[src/rtl/reg_wb_pkg.sv]
// Shared types for the register-file writeback arbiter: arbitration states,
// FIFO depth and the default buffered write request layout.
package reg_wb_pkg;
    typedef enum logic {
        PRIO_A  = 1'b0,
        FORCE_B = 1'b1
    } arb_state_t;

    localparam int WB_FIFO_DEPTH = 2;
    localparam int WB_AW         = 5;
    localparam int WB_DW         = 32;

    typedef struct packed {
        logic [WB_AW-1:0] addr;
        logic [WB_DW-1:0] data;
    } wb_req_t;
endpackage

[src/rtl/wb_fifo.sv]
// Two-entry FIFO for buffered mul/div writebacks; exposes every slot and its
// occupancy so the top level can compare pending destinations for hazards.
module wb_fifo
    import reg_wb_pkg::*;
#(
    parameter type req_t = wb_req_t
) (
    input  logic                           clk,
    input  logic                           rst,
    input  logic                           push,
    input  logic                           pop,
    input  req_t                           push_req,
    output req_t                           head,
    output logic [1:0]                     count,
    output req_t [WB_FIFO_DEPTH-1:0]       entries,
    output logic [WB_FIFO_DEPTH-1:0]       entry_valid
);
    req_t [WB_FIFO_DEPTH-1:0] mem_r;
    logic                     rd_ptr_r;
    logic                     wr_ptr_r;
    logic [1:0]               count_r;
    logic                     do_push_s;
    logic                     do_pop_s;

    assign do_push_s = push && (count_r != 2'd2);
    assign do_pop_s  = pop && (count_r != 2'd0);
    assign head      = mem_r[rd_ptr_r];
    assign count     = count_r;
    assign entries   = mem_r;

    // Slot occupancy: the read slot holds the head, the other slot is live only when full.
    always_comb begin
        entry_valid            = {WB_FIFO_DEPTH{1'b0}};
        entry_valid[rd_ptr_r]  = (count_r != 2'd0);
        entry_valid[~rd_ptr_r] = (count_r == 2'd2);
    end

    // Storage, pointers and occupancy count.
    always_ff @(posedge clk or posedge rst) begin
        if (rst) begin
            mem_r    <= '0;
            rd_ptr_r <= 1'b0;
            wr_ptr_r <= 1'b0;
            count_r  <= 2'd0;
        end else begin
            if (do_push_s) begin
                mem_r[wr_ptr_r] <= push_req;
                wr_ptr_r        <= ~wr_ptr_r;
            end
            if (do_pop_s) begin
                rd_ptr_r <= ~rd_ptr_r;
            end
            case ({do_push_s, do_pop_s})
                2'b10:   count_r <= count_r + 2'd1;
                2'b01:   count_r <= count_r - 2'd1;
                default: count_r <= count_r;
            endcase
        end
    end
endmodule

[src/rtl/reg_wb_arbiter.sv]
// Arbitrates the register file write port between pipeline writeback (A) and
// the buffered mul/div unit (B), bounding B starvation and flagging read hazards.
module reg_wb_arbiter
    import reg_wb_pkg::*;
#(
    parameter int REG_FILE_ADDR_WIDTH = 5,
    parameter int DATA_WIDTH          = 32,
    parameter int STARVE_LIMIT        = 4
) (
    input  logic                           clk,
    input  logic                           rst,
    input  logic                           a_valid,
    input  logic [REG_FILE_ADDR_WIDTH-1:0] a_addr,
    input  logic [DATA_WIDTH-1:0]          a_data,
    output logic                           a_ready,
    input  logic                           b_valid,
    input  logic [REG_FILE_ADDR_WIDTH-1:0] b_addr,
    input  logic [DATA_WIDTH-1:0]          b_data,
    output logic                           b_ready,
    input  logic [REG_FILE_ADDR_WIDTH-1:0] q_ad1,
    input  logic [REG_FILE_ADDR_WIDTH-1:0] q_ad2,
    output logic                           hazard,
    output logic                           we3,
    output logic [REG_FILE_ADDR_WIDTH-1:0] ad3,
    output logic [DATA_WIDTH-1:0]          wd3
);
    localparam int AW = REG_FILE_ADDR_WIDTH;
    localparam int DW = DATA_WIDTH;
    localparam int CW = (STARVE_LIMIT < 2) ? 1 : $clog2(STARVE_LIMIT + 1);

    typedef struct packed {
        logic [AW-1:0] addr;
        logic [DW-1:0] data;
    } req_t;

    arb_state_t                state_r;
    logic [CW-1:0]             starve_cnt_r;
    logic                      a_nz_s;
    logic                      b_nz_s;
    logic                      fifo_empty_s;
    logic                      grant_a_s;
    logic                      pop_s;
    logic                      push_s;
    req_t                      push_req_s;
    req_t                      head_s;
    logic [1:0]                count_s;
    req_t [WB_FIFO_DEPTH-1:0]  entries_s;
    logic [WB_FIFO_DEPTH-1:0]  entry_valid_s;

    function automatic logic addr_match(input logic [AW-1:0] q, input logic [AW-1:0] a);
        return (q != {AW{1'b0}}) && (q == a);
    endfunction

    assign a_nz_s       = a_valid && (a_addr != {AW{1'b0}});
    assign b_nz_s       = b_valid && (b_addr != {AW{1'b0}});
    assign fifo_empty_s = (count_s == 2'd0);
    assign b_ready      = (count_s != 2'd2);
    assign push_s       = b_valid && b_ready && b_nz_s;
    assign push_req_s   = '{addr: b_addr, data: b_data};

    wb_fifo #(.req_t(req_t)) u_fifo (
        .clk         (clk),
        .rst         (rst),
        .push        (push_s),
        .pop         (pop_s),
        .push_req    (push_req_s),
        .head        (head_s),
        .count       (count_s),
        .entries     (entries_s),
        .entry_valid (entry_valid_s)
    );

    // Grant selection; x0 requests are acknowledged but never granted.
    always_comb begin
        grant_a_s = 1'b0;
        pop_s     = 1'b0;
        a_ready   = 1'b1;
        case (state_r)
            PRIO_A: begin
                grant_a_s = a_nz_s;
                pop_s     = !a_nz_s && !fifo_empty_s;
                a_ready   = 1'b1;
            end
            FORCE_B: begin
                grant_a_s = 1'b0;
                pop_s     = !fifo_empty_s;
                a_ready   = !a_nz_s;
            end
            default: begin
                grant_a_s = 1'b0;
                pop_s     = 1'b0;
                a_ready   = 1'b0;
            end
        endcase
    end

    // Read-after-write hazard against buffered entries and the write in flight.
    always_comb begin
        hazard = 1'b0;
        for (int i = 0; i < WB_FIFO_DEPTH; i++) begin
            if (entry_valid_s[i] &&
                (addr_match(q_ad1, entries_s[i].addr) || addr_match(q_ad2, entries_s[i].addr))) begin
                hazard = 1'b1;
            end else begin
                hazard = hazard;
            end
        end
        if (we3 && (addr_match(q_ad1, ad3) || addr_match(q_ad2, ad3))) begin
            hazard = 1'b1;
        end else begin
            hazard = hazard;
        end
    end

    // Arbitration FSM, starvation counter and registered write port.
    always_ff @(posedge clk or posedge rst) begin
        if (rst) begin
            state_r      <= PRIO_A;
            starve_cnt_r <= {CW{1'b0}};
            we3          <= 1'b0;
            ad3          <= {AW{1'b0}};
            wd3          <= {DW{1'b0}};
        end else begin
            we3 <= grant_a_s || pop_s;
            if (grant_a_s) begin
                ad3 <= a_addr;
                wd3 <= a_data;
            end else if (pop_s) begin
                ad3 <= head_s.addr;
                wd3 <= head_s.data;
            end
            case (state_r)
                PRIO_A: begin
                    if (grant_a_s && !fifo_empty_s) begin
                        starve_cnt_r <= starve_cnt_r + CW'(1);
                        if (starve_cnt_r == CW'(STARVE_LIMIT - 1)) begin
                            state_r <= FORCE_B;
                        end
                    end else if (fifo_empty_s || pop_s) begin
                        starve_cnt_r <= {CW{1'b0}};
                    end
                end
                FORCE_B: begin
                    state_r      <= PRIO_A;
                    starve_cnt_r <= {CW{1'b0}};
                end
                default: begin
                    state_r      <= PRIO_A;
                    starve_cnt_r <= {CW{1'b0}};
                end
            endcase
        end
    end
endmodule

[config.mk]
export PLATFORM = sky130hd
export DESIGN_NAME = reg_wb_arbiter
export DESIGN_NICKNAME = d
export VERILOG_FILES = /design/src/rtl/reg_wb_pkg.sv /design/src/rtl/wb_fifo.sv /design/src/rtl/reg_wb_arbiter.sv
export SDC_FILE = /design/constraint.sdc
export NUM_CORES = 1
export LEC_CHECK = 0
export ABC_AREA = 1
export CORE_MARGIN = 2
export CORE_UTILIZATION = 45
export DETAILED_ROUTE_END_ITERATION = 10
export PLACE_DENSITY = 0.69
export SKIP_CTS_REPAIR_TIMING = 1
export SLEW_MARGIN = 20
export SYNTH_ARGS = -nofsm -noshare
export SYNTH_HDL_FRONTEND = slang
export SYNTH_SLANG_ARGS = --single-unit
export TNS_END_PERCENT = 5
[constraint.sdc]
create_clock -name clk -period 10 [get_ports clk]
set_input_delay 3 -clock clk [delete_from_list [all_inputs] [get_ports clk]]
set_output_delay 3 -clock clk [all_outputs]
set_load 0.03 [all_outputs]
* Word-level counts from Yosys, hierarchy flattened
Index checks and enable logic that the tools add are counted.
** Storage, ports and cells
- Word-level logic and storage cells :: 99
- Output and inout port bits :: 41
- Register bits :: 120
** Cells by class
- Eq/ne operators :: 12
- Bitwise operators :: 4
- Reduce and logical (&&, ||, !) cells :: 35
- Mux-type cells :: 27
- $lt $le $gt $ge :: 6
- Add/sub/neg operators :: 3
** Operators with widths (count)
- 37-bit two-way mux :: 3
- 74-bit bitwise mux :: 1
- 32-bit two-way mux :: 2
- 37-bit demux with 1-bit select :: 1
- 5-bit equality test :: 6
- 1-bit logical AND :: 20
- 5-bit nonzero test :: 4
- 5-bit two-way mux :: 2
- 1-bit case mux with 2 select lines :: 4
- 1-bit two-way mux :: 7
- 1-bit by 2-bit less-than comparator with 1-bit output (second input constant) :: 3
- 3-bit two-way mux :: 2
- 3-bit case mux with 2 select lines :: 1
- 2-bit nonzero test :: 3
- 1-bit logical OR :: 5
- 2-bit equality test (second input constant) :: 2
- 2-bit case mux with 2 select lines :: 1
- 3-bit by 1-bit adder with 3-bit output (second input constant) :: 1
- 3-bit by 2-bit equality test with 1-bit output (second input constant) :: 1
- 1-bit >= comparator (second input constant) :: 3
- 3-bit != test (second input constant) :: 1
- 1-bit inverter :: 3
- 2-bit by 1-bit adder with 2-bit output (second input constant) :: 1
- 2-bit bitwise AND :: 1
- other kinds (7) :: 9

* Logic depth before layout (Yosys ltp)
Gate-level depths: netlist (run 1).
- Word-level depth :: 10
- Depth in mapped cells :: 10

* Cells and area by module
A second synthesis (run 1) with hierarchy kept.
** Second synthesis, totals
- Cells, all modules :: 811
- Area total of the unflattened synthesis :: 6169.7 um^2
** Modules (own cells, without submodules)
- wb_fifo :: area an instance 3762.4 um^2, cells each 480, times used 1
- reg_wb_arbiter :: area an instance 2407.3 um^2, cells each 331, times used 1

* Least setup slack after synthesis (run 1)
No wires, ideal clock.
- Path type :: input port to output port
- From :: in q_ad2[2]
- To :: out hazard
- Data arrival time :: 3892 ps
- Data required time :: 7000 ps
- Buffers on the path :: 0
- Path slack :: 3108 ps
- Cell stages on the path :: 7
- Path through :: or2_2 -> nor2_1 -> nor2_1 -> nand2_1 -> nand2_1 -> nand2_1 -> nand3_1
** Between the ends
- Longest elaborated chain between the ends :: 7
- Elaborated cells on any way between the ends :: 16
- Classes of those cells :: 3 x eq/ne; 3 x mux; 10 x reduce/logical
** Ends and longest elaborated chain
- start, declared :: line reg_wb_arbiter.sv:21 : input logic [REG_FILE_ADDR_WIDTH-1:0] q_ad2,
- 5-bit equality test or 5-bit nonzero test (tied branches) :: line reg_wb_arbiter.sv:51 : return (q != {AW{1'b0}}) && (q == a);
- 1-bit logical AND :: line reg_wb_arbiter.sv:51
- 1-bit logical OR :: line reg_wb_arbiter.sv:102 : (addr_match(q_ad1, entries_s[i].addr) || addr_match(q_ad2, entries_s[i].addr))) begin
- 1-bit logical AND :: line reg_wb_arbiter.sv:101 : if (entry_valid_s[i] &&
- 1-bit two-way mux (2 in a row) :: line reg_wb_arbiter.sv:101
- 1-bit two-way mux * :: line reg_wb_arbiter.sv:108 : if (we3 && (addr_match(q_ad1, ad3) || addr_match(q_ad2, ad3))) begin
- end, declared :: line reg_wb_arbiter.sv:22 : output logic hazard,
Mark *: on every way between the ends. The rest lies on a longest branch, timed or not.

* Final worst setup path (run 1)
Ends and elaborated chain as after synthesis.

==> results of run 1 <==
-- power by group through the flow --
stage / Combinational [mW] / Sequential, mW / Clock, mW
after floorplan: 0.553 / 0.948 / 0
after global placement: 0.953 / 0.857 / 0
after detailed placement: 0.976 / 0.865 / 0
after CTS: 0.982 / 0.860 / 0.659
after global routing: 1.08 / 0.886 / 0.680
final: 0.968 / 0.861 / 0.649
-- Yosys cell counts, types with 2 or more instances --
cell type	number
xnor2_1	15
nand3_1	82
o21ai_1	10
nand2_1	307
nor2_1	21
buf_2	9
inv_1	60
xor2_1	9
nor3_1	2
o21ai_2	20
o21ai_0	50
buf_6	6
buf_1	3
ha_1	3
dfrtp_1	120
buf_4	2
clkbuf_1	19
-- cells by family after synthesis --
kind of cell / synth area share
simple gates: 0.286
flops: 0.512
buf+inv: 0.0763
compound gates: 0.0838
xor+xnor: 0.0358
fa+ha+maj: 0.00639
-- worst max path at each step --
stage,start,to,slack [ns],cells after the start
4_1_cts,q_ad2[2],hazard,2.07,9
6_report,q_ad2[2],hazard,2.07,9
5_1_grt,q_ad2[2],hazard,1.92,9
3_3_place_gp,q_ad2[2],hazard,2.12,9
3_5_place_dp,q_ad2[2],hazard,2.08,9
2_1_floorplan,q_ad2[2],hazard,3.11,7
-- through the flow --
stage                     power (mW)  hold WS, ns  worst slack, ns  cell area [sq um]
after global placement          1.81        0.420             2.12               7230
after CTS                       2.50        0.436             2.07               7870
after detailed placement        1.84        0.429             2.08               7230
after floorplan                 1.50        0.410             3.11               5870
after global routing            2.65        0.440             1.92               7890
final                           2.48        0.439             2.07               7890
-- state kept, by name, summed over array words and instances, names as in the netlist --
| signal | count |
|---|---|
| u_fifo.entries | 74 |
| state_r | 1 |
| wd3 | 32 |
| ad3 | 5 |
| u_fifo.wr_ptr_r | 1 |
| u_fifo.rd_ptr_r | 1 |
| we3 | 1 |
| starve_cnt_r | 3 |
| u_fifo.count | 2 |
-- routing by layer --
layer / up-vias / routed length, microns / part of all wire
met5: - / 0 / 0
met4: 0 / 210 / 0.013
met3: 14 / 837 / 0.054
met2: 154 / 7330 / 0.47
met1: 2461 / 7180 / 0.46
li1: 2569 / - / -
-- cell type report --
cell class                      count  area [sq um]  area share
Clock buffer                       18           439      0.0557
Sequential cell                   120          3000       0.381
Timing Repair Buffer              137          1360       0.173
Multi-Input combinational cell    525          2430       0.308
Tap cell                          172           215      0.0273
Inverter                           62           235      0.0298
Clock inverter                     14           199      0.0252
-- worst reg2reg max path: stages (launching register included) --
cell	delay (ns)
dfrtp_1	0.37
nand3b_1	0.12
buf_4	0.43
nand2_1	0.17
inv_1	0.43
buf_4	0.43
ha_1	0.34
a21oi_1	0.11
o21ai_0	0.11
xnor2_1	0.14
==> results.md, run 1 <==
- Placed insts: 1015
- DIE AREA: 14000 sq um
- Die width: 118 microns
- Critical path arrival: ~4.9 ns
- Post-Synthesis Net Count: 838
- Fin. Hold Viols: 0
- Critical hold path startpoint: starve_cnt_r[0]
- GPL Wtd Cong: approximately 0.87
- 1st-iter DRT viols: 354
- R2R Setup Slk: ~7.2 ns
- Register area share after synthesis: 0.512
- Hold Path Sink: starve_cnt_r[0]
- R2r worst-path depth: 9
- Residual DRC: 0
- TritonCTS Buffers: 17
- Starting Density: 0.463
- First-pass GRT wire length: 25700 microns
- Core Rows: 41
- Most frequent cells in the layout: nand2_1 (307), clkdlybuf4s50_1 (128), dfrtp_1 (120)
- Sequential Power Share: 0.347
- Async SR Flop Fraction: 1.00
- Flops & latches, synth: 120
- Maximum clock frequency: 126 MHz
- Slowest-stage cell, CP: clkdlybuf4s50_1
- IO buf count: 128
- Max cap viols: 0
- ANT nets after route: 0
- CTS Sinks: 120
- GR Layer Usage met3: 0.0608
- R2R Path End: u_fifo.count[1]
- Unrepaired setup endpoints after global routing: no
- Rel. slew slack: 0.366
- Cell variety after synth: 26
- Final Max Tran Viols: 0
- HP Class: reg2reg
- EDFF count, synth: 0
- Gr usage total: 0.230
- Switch share: 0.394
- Drt pass-1 iters: 5
- Drt wl/cell: 14.8 microns
- PD cells: 314 nW/um^2
- Least-Margin Pin Slew: 0.951 ns
- Top-area cell type share of the netlist area: 0.512
- Part of the cycle the worst path needs: 0.793
- Prevailing post-synth register cell: dfrtp_1
- Slowest cell delay on critical path: 0.60 ns
- Combinational Power Share: 0.391
- Routed vias/inst: 4.96
- Top post-synthesis cells by area: dfrtp_1 (51%), nand2_1 (20%), nand3_1 (7.0%)
- Psw: 976 uW
- Cell Area, Synth: 5870 sq um
- CP top delay family: buffers and inverters
- CP endpoint kind: output pin
- Finish-stage setup viols: 0
- Worst path cell trace: clkdlybuf4s50_1, or2_2, nor2_1, nor2_1, nand2_1, nand2_1, nand2_1, nand3_1, clkdlybuf4s50_1
- Internal Power: roughly 1.5 mW
- Area leader, netlist: dfrtp_1
- R2R Path Start: state_r
- Worst-Skew Late Latency: 0.41 ns
- Clock share of power: 0.262
- Hold path cells: 1
- Root buffer cell: clkbuf_16
- Crit path kind: in2out
- Clk buf depth: 2
- Area Overhead vs Synth: 34.3%
- WP buf/inv: 2
- I/O pin count: 129
- Total gr overflow: 0
- Worst Setup Start Kind: primary input
- H-tree depth: 4
- Post-synthesis instance total: around 750
- Vias: 5198
- Largest net degree at the start of global routing: 79
- CTS tree: yes
- Non-filler cells, final: 1048
- Nets: 954
- Peak supply drop: 150 uV
- Yosys warns: 0
- Initial antenna violation count: 0
- Diodes inserted: 0
- Fraction of layout cells with a size suffix above 1: 0.0788
- Final min period: 7.93 ns
- Via count of the first global-routing pass: 5205
- Final core utilization: 0.622
- Critical Path RT: 7.00 ns
- Clk pin slew, worst setup/hold paths: 0.05 ns
- DP HPWL: 10200 microns
- Worst Skew: roughly 0.014 ns
- Cell mode on critical path: nand2_1
- Busiest layer in global routing: met2
- Fill cell count: 1121
- Setup TNS: 0 ns
- Syn Area/Cell: 7.86 sq um
- Core region area: 12700 sq um
- Commonest non-fill, non-tap cell in the layout: nand2_1
- GR Layer Usage met2: 0.361
- Chip Height: 118 microns
- Crit path max fanout: 4
- Met1 Resource Use GR: 0.310
- Leak: 3.88 nW
- Total Wirelength: 15600 microns
- Run status: finished, final reports clean
Note: power is estimated with default switching activity, not from simulation.
==> run 2, diff against run 1 <==
==> constraint.sdc (replaced) <==
create_clock -name clk -period 7.75 [get_ports clk]
set_input_delay 2.325 -clock clk [delete_from_list [all_inputs] [get_ports clk]]
set_output_delay 2.325 -clock clk [all_outputs]
set_load 0.03 [all_outputs]
==> results.md, run 2 (same netlist as run 1, synthesis figures left out) <==
- Fin. Hold Viols: 0 (unchanged)
- Unrepaired setup endpoints after global routing: no
- Area of the multi-input gates: 2430 sq um (unchanged)
- R2R Path End: u_fifo.count[1]
- Clk buf depth: 2 (unchanged)
- Setup ws final: 1.18 ns (-0.895 ns)
- Slowest cell delay on critical path: 0.59 ns (about the same)
- Slowest-stage cell, CP: clkdlybuf4s50_1
- Critical Path RT: 5.43 ns (-1.57 ns)
- Commonest non-fill, non-tap cell in the layout: nand2_1
- Pwr Total: 3.14 mW (+27%)
- 1st-iter DRT viols: 353 (-0.28%)
- Finish-stage setup viols: 0 (unchanged)
- Nets: 953 (-0.10%)
- Worst-Skew Late Latency: 0.41 ns (about the same)
- Least-Margin Pin Slew: 0.943 ns (-0.00735 ns)
- Rel. slew slack: 0.371 (+0.00490)
- Core Rows: 41 (unchanged)
- Setup TNS: 0 ns (unchanged)
- Largest register FFs: 74 (unchanged)
- DP HPWL: 10300 microns (+0.42%)
- Starting Density: 0.463 (unchanged)
- Worst path cell trace: clkdlybuf4s50_1, or2_2, nor2_1, nor2_1, nand2_1, nand2_1, nand2_1, nand3_1, clkdlybuf4s50_1
- CP top delay family: buffers and inverters
- Diodes inserted: 0 (unchanged)
- HP Class: reg2reg
- ANT nets after route: 0 (unchanged)
- Critical path arrival: 4.25 ns (-0.68 ns)
- I/O pin count: 129 (unchanged)
- Crit path max fanout: 4 (unchanged)
- First-pass GRT wire length: 25900 microns (+0.54%)
- Worst Setup Start Kind: primary input
- DIE AREA: 14000 sq um (unchanged)
- TritonCTS Buffers: 17 (unchanged)
- Non-filler cells, final: 1047 (-0.095%)
- Fraction of layout cells with a size suffix above 1: 0.0754 (-0.00334)
- Initial antenna violation count: 0 (unchanged)
- CP endpoint kind: output pin
- Chip Height: 118 microns (unchanged)
- Drt wl/cell: 14.8 microns (about the same)
- Final min period: 6.57 ns
- Placed insts: 1015 (unchanged)
- Die width: 118 microns (unchanged)
- GPL Wtd Cong: 0.875 (+0.60%)
- Placed cell areas: 7230 sq um (unchanged)
- WP buf/inv: 2 (unchanged)
- Most frequent cells in the layout: nand2_1 (307), clkdlybuf4s50_1 (128), dfrtp_1 (120)
- Total Wirelength: 15500 microns (-0.17%)
- Leak: 3.85 nW (-0.79%)
- Reg area: 3000 sq um (unchanged)
- Final core utilization: 0.617 (-0.00514)
- Part of the cycle the worst path needs: 0.848
- Maximum clock frequency: 152 MHz
- CTS tree: yes
- Gr usage total: 0.230 (+0.000743)
- R2R Path Start: state_r
- Core region area: 12700 sq um (unchanged)
- Fill cell count: 1116 (-0.45%)
- Drt pass-1 iters: 5 (unchanged)
- Worst Skew: 0.00758 ns (-0.00631 ns)
- Max cap viols: 0 (unchanged)
- H-tree depth: 4 (unchanged)
- Hold Path Sink: starve_cnt_r[0]
- CTS Sinks: 120 (unchanged)
- R2R Setup Slk: 4.99 ns (-2.24 ns)
- Residual DRC: 0 (unchanged)
- Clk pin slew, worst setup/hold paths: 0.05 ns (about the same)
- Largest net degree at the start of global routing: 76 (-3.8%)
- Post-Route Hold Slack: 0.437 ns (-0.00235 ns)
- Critical hold path startpoint: starve_cnt_r[0]
- Area Overhead vs Synth: 33.2%
- Hold path cells: 1 (unchanged)
- Peak supply drop: 170 uV (+13%)
- Vias: 5227 (+0.56%)
- Pre-CTS WS: 1.19 ns (-0.885 ns)
- Cell mode on critical path: nand2_1
- Total gr overflow: 0 (unchanged)
- Final Max Tran Viols: 0 (unchanged)
- PD cells: 401 nW/um^2 (+28%)
- IO buf count: 128 (unchanged)
- Run status: finished, final reports clean
- R2r worst-path depth: 9 (unchanged)
- Via count of the first global-routing pass: 5191 (-0.27%)
- Routed vias/inst: 4.99 (+0.65%)
- Crit path kind: in2out
- Layout Cell Area excl Fill: 7820 sq um (-0.83%)
- Root buffer cell: clkbuf_16
==> run 2: cell types whose count changed in the layout (fill, tap and decap cells not counted), sizes merged <==
cell and change:
clkbuf +4, buf -1, bufinv -2, clkinv -2
==> run 2: worst reg2reg max path, stage by stage, from the launching register on <==
cell and delay [ns]:
dfrtp_1 0.37, nand3b_1 0.12, buf_4 0.41, nand2_1 0.17
inv_1 0.40, buf_4 0.42, ha_1 0.34, a21oi_1 0.13
o21ai_0 0.12, xnor2_1 0.15
==> run 2: power breakdown <==
part | switching (mW) | internal [mW] | leakage, nW
Sequential | 0.204 | 0.908 | 1.49
Combinational | 0.766 | 0.481 | 2.08
Clock | 0.278 | 0.499 | 0.283
Total | 1.25 | 1.89 | 3.85
==> run 2: per-layer routing <==
layer	GRT usage	vias up	part of all wire
met1	0.313	2470	0.46
met2	0.370	179	0.47
met3	0.0574	13	0.062
met4	0.0580	0	0.0073
li1	-	2565	-
met5	0	-	0
==> run 2: worst max path at each step <==
stage | from | endpoint | slack [ns] | depth (start not counted)
floorplan | q_ad2[2] | hazard | 2.21 | 7
global placement | q_ad2[2] | hazard | 1.21 | 9
detailed placement | q_ad2[2] | hazard | 1.19 | 9
CTS | q_ad2[2] | hazard | 1.19 | 9
global route | q_ad2[2] | hazard | 1.04 | 9
finish | q_ad2[2] | hazard | 1.18 | 9
==> run 2: cell type report <==
class	instances	share of cell area
flip-flops and latches	120	0.384
multi-input cells	525	0.311
repair buffers	136	0.172
clock buffers	22	0.0606
inverters	62	0.0301
well taps	172	0.0275
clock inverters	10	0.0152
==> run 3, diff against run 2 <==
==> constraint.sdc (replaced) <==
create_clock -name clk -period 6.88 [get_ports clk]
set_input_delay 2.064 -clock clk [delete_from_list [all_inputs] [get_ports clk]]
set_output_delay 2.064 -clock clk [all_outputs]
set_load 0.03 [all_outputs]
==> results.md, run 3 (same netlist as run 1, synthesis figures left out) <==
- Met2 WL: 7400 microns (+0.41%)
- ANT nets after route: 0 (unchanged)
- Clk buf depth: 2 (unchanged)
- Nets: 953 (unchanged)
- Area of the multi-input gates: 2430 sq um (unchanged)
- Finish-stage setup viols: 0 (unchanged)
- Routed vias/inst: 5.03 (+0.73%)
- IO buf count: 128 (unchanged)
- Non-filler cells, final: 1046 (-0.096%)
- Crit path max fanout: 4 (unchanged)
- Leak: 3.84 nW (-0.39%)
- Reg area: 3000 sq um (unchanged)
- Post-Route M1 WL: 7280 microns (+2.9%)
- Commonest non-fill, non-tap cell in the layout: nand2_1
- Core Rows: 41 (unchanged)
- HP Class: reg2reg
- Area Overhead vs Synth: 32.3%
- First-pass GRT wire length: 26300 microns (+1.8%)
- Peak supply drop: 223 uV (+32%)
- Internal Power: 2.08 mW (+10%)
- Vias: 5260 (+0.63%)
- Drt pass-1 iters: 5 (unchanged)
- Worst Setup Start Kind: primary input
- Combinational Power Share: 0.408 (+0.010)
- Starting Density: 0.463 (unchanged)
- Max cap viols: 0 (unchanged)
- Total gr overflow: 0 (unchanged)
- CP endpoint kind: output pin
- Gr usage total: 0.235 (+0.00502)
- Setup TNS: 0 ns (unchanged)
- Root buffer cell: clkbuf_16
- GPL Wtd Cong: 0.879 (+0.50%)
- Psw: 1.39 mW (+12%)
- Crit path kind: in2out
- Diodes inserted: 0 (unchanged)
- DP HPWL: 10300 microns (-0.22%)
- Clock share of power: 0.231 (-0.017)
- Residual DRC: 0 (unchanged)
- Fin. Hold Viols: 0 (unchanged)
- Rel. slew slack: 0.356 (-0.0146)
- Part of the cycle the worst path needs: 0.879
- Final Max Tran Viols: 0 (unchanged)
- Most frequent cells in the layout: nand2_1 (307), clkdlybuf4s50_1 (128), dfrtp_1 (120)
- Initial antenna violation count: 0 (unchanged)
- Worst Skew: 0.00459 ns (-0.00299 ns)
- Run status: finished, final reports clean
- Largest register FFs: 74 (unchanged)
- Post-Route Hold Slack: 0.466 ns (+0.0294 ns)
- I/O pin count: 129 (unchanged)
- Core region area: 12700 sq um (unchanged)
- Sequential Power Share: 0.361 (+0.007)
- CTS Sinks: 120 (unchanged)
- Placed insts: 1015 (unchanged)
- Fill cell count: 1181 (+5.8%)
- Die width: 118 microns (unchanged)
- Chip Height: 118 microns (unchanged)
- Top Metal Used: met4
- Via count of the first global-routing pass: 5237 (+0.89%)
- Total Wirelength: 15800 microns (+1.7%)
- Routed met3 length: 908 microns (-5.9%)
- Maximum clock frequency: about 170 MHz
- 1st-iter DRT viols: 300 (-15%)
- Worst-Skew Late Latency: 0.41 ns (about the same)
- DIE AREA: 14000 sq um (unchanged)
- Final min period: 6.05 ns
- Unrepaired setup endpoints after global routing: no
- Clk pin slew, worst setup/hold paths: 0.05 ns (about the same)
- H-tree depth: 4 (unchanged)
- Largest net degree at the start of global routing: 77 (+1.3%)
- Switch share: 0.401 (+0.00354)
- CTS tree: yes
- PD cells: 447 nW/um^2 (+12%)
- TritonCTS Buffers: 17 (unchanged)
- Critical path arrival: 3.98 ns (-0.27 ns)
- Least-Margin Pin Slew: 0.965 ns (+0.0218 ns)
- Fraction of layout cells with a size suffix above 1: 0.0698 (-0.00563)
- Critical Path RT: 4.82 ns (-0.61 ns)
- Drt wl/cell: 15.1 microns (+1.8%)
[run 3: final timing paths]
path | slack (ns) | cells after the start | end | startpoint
worst min register to register | 0.47 | 1 | starve_cnt_r[0] | starve_cnt_r[0]
worst max register to register | 4.34 | 9 | u_fifo.count[1] | u_fifo.count[0]
max in group asynchronous | 3.55 | 3 | u_fifo.entries[34] | rst
worst max-delay path | 0.83 | 9 | hazard | q_ad2[2]
worst min-delay path | 0.47 | 1 | starve_cnt_r[0] | starve_cnt_r[0]
min in group asynchronous | 2.20 | 2 | u_fifo.entries[56] | rst
[run 3: stage by stage]
stage	utilization	power (mW)	worst slack [ns]	cell area, sq um
6_report	0.613	3.47	0.833	7770
5_1_grt	0.613	3.73	0.641	7770
4_1_cts	0.613	3.50	0.821	7770
3_5_place_dp	0.570	2.68	0.826	7230
3_3_place_gp	0.570	2.64	0.869	7230
2_1_floorplan	-	2.18	1.63	5870
[run 3: routing by layer]
metal	global-route usage	vias up
met5	0	-
met4	0.0723	0
met3	0.0594	20
met2	0.372	159
met1	0.319	2520
li1	-	2561
[run 3: power groups by stage]
| stage | Combinational [mW] | Clock, mW | Sequential [mW] |
|---|---|---|---|
| floorplan | 0.804 | 0 | 1.38 |
| global placement | 1.39 | 0 | 1.25 |
| detailed placement | 1.42 | 0 | 1.26 |
| CTS | 1.43 | 0.816 | 1.25 |
| global route | 1.58 | 0.854 | 1.29 |
| finish | 1.42 | 0.803 | 1.25 |
[run 3: area by class of cell]
| class | instances | share of cell area |
|---|---|---|
| inverters | 62 | 0.0303 |
| clock inverters | 2 | 0.00129 |
| multi-input cells | 525 | 0.313 |
| repair buffers | 136 | 0.173 |
| clock buffers | 29 | 0.0683 |
| well taps | 172 | 0.0277 |
| flip-flops and latches | 120 | 0.387 |
[run 3: critical path, cell delays in order]
cell,delay (ns)
clkdlybuf4s50_1,0.50
or2_2,0.33
nor2_1,0.17
nor2_1,0.07
nand2_1,0.06
nand2_1,0.06
nand2_1,0.05
nand3_1,0.07
clkdlybuf4s50_1,0.59
